<file path="src/rtl/sound_adc8_pkg.sv">
// Shared sound-path definitions (sample width and full-scale code), also used by the DAC.
package sound_adc8_pkg;

  localparam int unsigned SOUND_SAMPLE_W = 8;
  localparam logic [SOUND_SAMPLE_W-1:0] SOUND_SAMPLE_MAX = 8'hFF;

endpackage

</file>
<file path="src/rtl/sound_adc8_sync2.sv">
// Two-flop synchronizer for asynchronous single-bit audio inputs.
module sound_sync2 (
  input  logic clk,
  input  logic rst,
  input  logic d,
  output logic q
);

  logic meta;

  // Two register stages to let a metastable first stage settle before use.
  always_ff @(posedge clk) begin
    if (rst) begin
      meta <= 1'b0;
      q    <= 1'b0;
    end else begin
      meta <= d;
      q    <= meta;
    end
  end

endmodule

</file>
<file path="src/rtl/sound_adc8.sv">
// First-order delta-sigma ADC receiver: samples the external comparator, drives the
// 1-bit feedback and boxcar-decimates its ones density into 8-bit unsigned samples.
module sound_adc8
  import sound_adc8_pkg::*;
#(
  parameter int unsigned OSR_LOG2 = 8
) (
  input  logic                      clk,
  input  logic                      rst,
  input  logic                      en,
  input  logic                      comp_in,
  output logic                      fb_out,
  output logic [SOUND_SAMPLE_W-1:0] sample,
  output logic                      sample_valid,
  input  logic                      sample_rd,
  output logic                      overrun
);

  logic                      comp_sync;
  logic [OSR_LOG2-1:0]       win_cnt;
  logic [OSR_LOG2:0]         acc;
  logic [OSR_LOG2:0]         total;
  logic                      win_done;
  logic [SOUND_SAMPLE_W-1:0] win_sample;

  sound_sync2 u_sync (
    .clk (clk),
    .rst (rst),
    .d   (comp_in),
    .q   (comp_sync)
  );

  // Feedback follows the synchronized comparator every clock, independent of en.
  always_ff @(posedge clk) begin
    if (rst) fb_out <= 1'b0;
    else     fb_out <= comp_sync;
  end

  // Window total including this cycle's bit; an all-ones window sets only the MSB,
  // which saturates to full scale instead of wrapping to zero.
  always_comb begin
    total      = acc + {{OSR_LOG2{1'b0}}, fb_out};
    win_done   = en && (win_cnt == '1);
    win_sample = total[OSR_LOG2] ? SOUND_SAMPLE_MAX
                                 : total[OSR_LOG2-1 -: SOUND_SAMPLE_W];
  end

  // Window counter and ones accumulator; both freeze while en is low.
  always_ff @(posedge clk) begin
    if (rst) begin
      win_cnt <= '0;
      acc     <= '0;
    end else if (en) begin
      win_cnt <= win_cnt + 1'b1;
      acc     <= win_done ? '0 : total;
    end
  end

  // Sample register and consumer handshake; a completion takes precedence over a read.
  always_ff @(posedge clk) begin
    if (rst) begin
      sample       <= '0;
      sample_valid <= 1'b0;
      overrun      <= 1'b0;
    end else if (win_done) begin
      sample <= win_sample;
      if (!sample_valid)   sample_valid <= 1'b1;
      else if (!sample_rd) overrun      <= 1'b1;
    end else if (sample_rd && sample_valid) begin
      sample_valid <= 1'b0;
      overrun      <= 1'b0;
    end
  end

endmodule
</file>
<file path="config.mk">
export PLATFORM = sky130hd
export DESIGN_NAME = sound_adc8
export DESIGN_NICKNAME = d
export VERILOG_FILES = /design/src/rtl/sound_adc8_pkg.sv /design/src/rtl/sound_adc8_sync2.sv /design/src/rtl/sound_adc8.sv
export SDC_FILE = /design/constraint.sdc
export NUM_CORES = 1
export LEC_CHECK = 0
export ABC_AREA = 1
export CORE_MARGIN = 4
export CORE_UTILIZATION = 50
export CTS_BUF_LIST = sky130_fd_sc_hd__clkbuf_8
export DETAILED_ROUTE_END_ITERATION = 7
export PLACE_DENSITY = 0.83
export SYNTH_ARGS = -nofsm -noshare
export SYNTH_HDL_FRONTEND = slang
export SYNTH_HIERARCHICAL = 1
export SYNTH_SLANG_ARGS = --single-unit
export TNS_END_PERCENT = 1
</file>
<file path="constraint.sdc">
create_clock -name clk -period 1.5 [get_ports clk]
set_input_delay 0.3 -clock clk [delete_from_list [all_inputs] [get_ports clk]]
set_output_delay 0.3 -clock clk [all_outputs]
set_load 0.05 [all_outputs]
</file>
# [Yosys cells after proc, flatten, opt, wreduce, memory -nomap -nowiden]
# Index checks and enable logic that the tools add are counted.
[totals] regBits=30 in_bits=5 out_inout_bits=11 wordCells=24
[classes] add_sub_neg=2 eq_ne=3 muxes=7 n_reduce_logical=4
[ops] cell="adder 9 x 1 -> 9 bit" n=1
[ops] cell="two-way mux 9 bit" n=1
[ops] cell="adder 8 x 1 -> 8 bit (second input constant)" n=1
[ops] cell="== test 8 bit (second input constant)" n=1
[ops] cell="two-way mux 8 bit" n=1
[ops] cell="two-way mux 1 bit" n=5
[ops] cell="!= test 2 bit (second input constant)" n=2
[ops] cell="AND reduction 3 bit" n=1
[ops] cell="logical AND 1 bit" n=2
[ops] cell="nonzero test 2 bit" n=1

# [Longest topological paths before layout]
[logic_depth] ltp_word=4 ltp_mapped=9 depth_no_buf=9

# [By module]
# The synthesis kept the hierarchy.
[by_module_without_submodules] mod="sound_adc8" instances=1 cells_per_inst=187 area_each_um2=1325.0 seq_area_each_um2=560.5
[by_module_without_submodules] mod="sound_sync2" instances=1 cells_per_inst=6 area_each_um2=55.1 seq_area_each_um2=40.0

# [Worst setup path after synthesis]
# OpenSTA, ideal clock, no wires.
[synth_timing] path_kind="register to register" startpoint="register fb_out" endpoint="register sample[0]" setup_time_ns=0.116 arrival_ns=1.641 required_ns=1.384 path_slack_ns=-0.256 stages_incl_launch_ff=10 n_path_buf=0 synth_period_minus_slack_ns=1.756 cell_sequence="dfxtp_1 -> ha_1 -> ha_1 -> inv_1 -> nor2_2 -> nand2_1 -> nand2_1 -> nand3_2 -> nor2_1 -> nor2_1"
[synth_between] elab_chain_len=2
[synth_lines] item="start: declaration" line_no="sound_adc8.sv:12" text="output logic fb_out,"
[synth_lines] item="start signal: assignment" line_no="sound_adc8.sv:36" text="else fb_out <= comp_sync;"
[synth_lines] item="adder 9 x 1 -> 9 bit" line_no="sound_adc8.sv:42" text="total = acc + {{OSR_LOG2{1'b0}}, fb_out};"
[synth_lines] item="two-way mux 8 bit" line_no="sound_adc8.sv:44" text="win_sample = total[OSR_LOG2] ? SOUND_SAMPLE_MAX"
[synth_lines] item="end signal: assignment" line_no="sound_adc8.sv:66" text="sample <= win_sample;"
[synth_lines] item="end: declaration" line_no="sound_adc8.sv:13" text="output logic [SOUND_SAMPLE_W-1:0] sample,"
# Every way passes these cells.
# A chain may end at the register's enable or synchronous reset.

# [Worst setup path after layout]
[layout_timing] startpoint="register fb_out" endpoint="register sample[4]"
# Same word-level chain as after synthesis.

==> results.md <==
Flow run:
- The max-capacitance violation count is 0.

Detailed routing:
- In this run the remaining antenna-violating nets after routing total 0.
- The total wire length is 3239 microns.
- The average via count per standard cell is roughly 5.2.
- In this run, the number of DRC markers left after iteration 0 of detailed routing was 81.
- The detailed router placed 1,314 vias in this run.
- After detailed routing, the average wire length per cell comes to 12.80 microns.
- After detailed routing, the number of remaining DRC violations is 0.
- The pre-antenna-repair detailed-routing pass consisted of 4 iterations.

Layout:
- Of the cells placed in the final design, the portion with a size suffix greater than 1 is 23.32%.
- After filler insertion, the fill cell instance count of the layout stands at 183.
- The final design instance area without fill is 0.001896 sq mm.
- From synthesis to final layout, the design area changed by 37.35%.
- The net count reported at finish is 230.
- The final instance count without filler cells is about 250.
- 0 antenna diodes ended up in the layout.

Pwr:
- The internal power component is 1203 uW.
- The sequential fraction of design power is 52.6%.
- The relative contribution of the clock network to total power is between 40% and 50%.
- The overall power of the completed layout is 1550 uW.
- For this design the total switching power over the nets is 346.3 uW.
- The analysis attributes to cell leakage a power of 0.0007322 uW.
- Dividing total power by cell area gives a power density of 817.5 mW/mm^2.
- In this run switching power makes up 22.35% of total power.
- The worst-case IR drop observed on VDD is 828.0 uV.
- In this run, the combinational gates consume 5.0% of the power.

Timing:
- The routed design could run at a clock period as short as 1411 ps.
- The slew of the pin with the lowest slew margin is roughly 380 ps.
- The count of final max-slew check failures came to 0.
- The worst setup margin is 88.94 ps.
- Setup violations remaining at the end of the flow were counted as 0.
- Setup repair after global routing could not meet its margin everywhere.
- The final period utilization is 94.07%.
- The final-report hold violation count is 0.
- The worst pin sits at a relative slew slack of about 75%.
- Hold is met by 394.4 ps.
- The post-route clock skew is 4.212 ps.
- The achievable frequency is 708.7 MHz.

Floorplanning:
- The die covers roughly 0.0037 sq mm.
- The number of rows created at floorplan is 18.
- The width of the chip is approximately 60 microns.
- The I/O pin total is 16.
- The core region is 0.002545 sq mm.
- The height of the chip is around 61 microns.
- The initial utilization of the core area, before any placement, comes to 54.23%.

Global route:
- The via count of the first global-routing pass came to approximately 1,200.
- The number of antenna violations at the first check in global routing came to 0.
- The largest net degree at the start of global routing is 18.
- The total congestion overflow after global routing is 0.
- The total routing usage reported by global routing is 20.03%.
- The first-pass GRT wire length is about 5400 microns.

Placement:
- After legalization and detailed placement, the total HPWL measured 2043 microns.
- The post-placement setup slack is -36.13 ps.
- Buffers placed on the I/O ports in this run total 15.
- Once placement completed, the tool counted placed cells totaling 242.
- The final estimated routing congestion in global placement is 0.8377.
- After detailed placement, the total cell area comes to around 0.0017 sq mm.

Logic synthesis:
- The netlist uses 28 different library cells.
- Synthesis produced a netlist whose cell count is 193.
- The mapped netlist covers 0.001380 sq mm.
- During synthesis, Yosys emitted a total of 6 warnings.
- The total nets after synthesis is between 200 and 250.
- The average instance area after synthesis is 7.151 sq um.
- The post-synthesis sequential element count is 30.
- Sequential cells were found to cover 43.52% of the synthesized design area.

Critical path:
- The slack of the worst reg-to-reg path is roughly 89 ps.
- The required time reported for the critical path endpoint is 1670 ps.
- The most critical setup path has its endpoint at sample[4].
- The kind of end point of the critical path is a flop.
- The number of cells on the worst reg-to-reg path is 8.
- The start point of the critical path is fb_out.
- The type of the worst setup path is flop to flop.
- At the worst endpoint, the arrival time is around 1600 ps.
- STA classifies the critical path startpoint as a flop.
- In this run the critical register-to-register path is captured at sample[4].
- The largest fanout on the critical path is 3.
- In this run the critical register-to-register path is launched from fb_out.

Clock network:
- The H-tree was split into 2 levels.
- The maximum clock insertion buffer count is 2.
- The clock latency of the later-clocked register in the worst-skew pair is roughly 280 ps.
- In this run the clock root is driven by a clkbuf_8.
- The CTS tree is yes.
- The number of clock buffers added by TritonCTS is 5.
- Buffers inserted to repair hold after CTS numbered 0.
- CTS saw 30 sinks.
- The clock slew seen by the registers of the worst setup and hold paths is 60 ps.

Hold path:
- The path class of the tightest hold or removal check is flop to flop.
- The instance count along the most critical hold path is 2.
- The critical hold path startpoint is u_sync/q.

Outcome:
- The run finished with clean final reports.
repair_timing:
action / in CTS / in global routing
endpoints found under the setup margin: 8 / 12
resized for setup: 3 / 14
pin swaps: 2 / 4
setup buffers: 2 / 1
worst max-delay path: stages (launching register included):
cell	delay, ps
dfxtp_4	350
ha_4	170
ha_4	160
inv_1	90
nor2_4	50
nand3_1	170
nand2_1	130
nor2_1	130
nor2_1	60
worst min path at each step:
stage	to
5_1_grt	fb_out
4_1_cts	fb_out
6_report	fb_out
2_1_floorplan	u_sync/meta
3_5_place_dp	fb_out
3_3_place_gp	fb_out
logic make-up after synthesis:
| logic type | after synthesis | synth area share (%) |
|---|---|---|
| AO/OA/AOI/OAI | 32 | 12.06 |
| AND/OR/NAND/NOR | 100 | 31.55 |
| adder cells (fa/ha/maj) | 3 | 2.720 |
| XOR/XNOR | 3 | 1.904 |
| buffers and inverters | 25 | 8.249 |
| flip-flops | 30 | 43.52 |
metrics by stage:
stage	TNS, ps	util [%]
floorplan	0	-
global route	-31.23	74.48
finish	0	74.48
detailed placement	-207.9	67.36
CTS	0	72.12
global placement	-154.7	67.36
routing by layer:
layer,track usage [%],routed length (microns)
met1,24.15,1435
met2,32.41,1512
met3,5.745,189
met4,10.53,100
met5,0,0
final cells by class:
type	count	area, sq um	share of cell area, %
Inverter	19	71.32	3.762
Timing Repair Buffer	28	361.6	19.08
Tap cell	30	37.54	1.980
Multi-Input combinational cell	138	725.7	38.28
Clock buffer	6	82.58	4.356
Sequential cell	30	608.1	32.08
Clock inverter	2	8.758	0.4620
synth_stat cells:
master	number	area share, %
a211oi_1	1	0.54
a21oi_1	16	5.8
a21oi_2	1	0.63
and3_1	1	0.45
buf_2	1	0.36
buf_4	2	1.1
buf_6	1	0.82
clkbuf_1	1	0.27
clkbuf_4	1	0.54
dfxtp_1	30	44
ha_1	3	2.7
inv_1	18	4.9
inv_2	1	0.27
nand2_1	45	12
nand2_2	2	0.91
nand3_1	6	2.2
nand3_2	1	0.73
nand3b_1	2	1.1
nand4_1	1	0.45
nor2_1	35	9.5
nor2_2	2	0.91
nor2_4	2	1.6
nor3_1	2	0.73
nor3_2	1	0.73
o21ai_0	6	2.2
o21ai_1	8	2.9
xnor2_1	1	0.63
xor2_1	2	1.3
placed cells by master (no fill, tap or decap):
master / n
nand2_1: 44
xnor2_1: 1
o21ai_1: 9
dfxtp_1: 26
nor3_2: 1
xor2_1: 2
dfxtp_2: 3
nor2_1: 32
clkinv_2: 1
dfxtp_4: 1
nor2_4: 3
and3_1: 1
nor2_2: 4
a21oi_2: 1
buf_6: 1
ha_4: 3
nand3_1: 6
inv_2: 1
buf_4: 12
o21ai_0: 5
nand2_2: 3
clkdlybuf4s50_1: 4
buf_12: 11
nand3b_1: 2
a21oi_1: 16
a211oi_1: 1
clkbuf_8: 6
nand4_1: 1
nor3_1: 2
inv_1: 19
nand3_4: 1
state kept, by name, summed over array words and instances (netlist names):
signal	flops
sample	8
u_sync/meta	1
fb_out	1
win_cnt	8
u_sync/q	1
acc	9
overrun	1
sample_valid	1
power groups by stage:
stage,clock [uW],combinational [uW],sequential (uW)
floorplan,0,40.3,830
global placement,0,71.3,828
detailed placement,0,72.3,828
CTS,664,73.1,811
global route,700,86.4,816
finish,657,78.0,815
No activity file was read; power rests on OpenSTA's default activity.
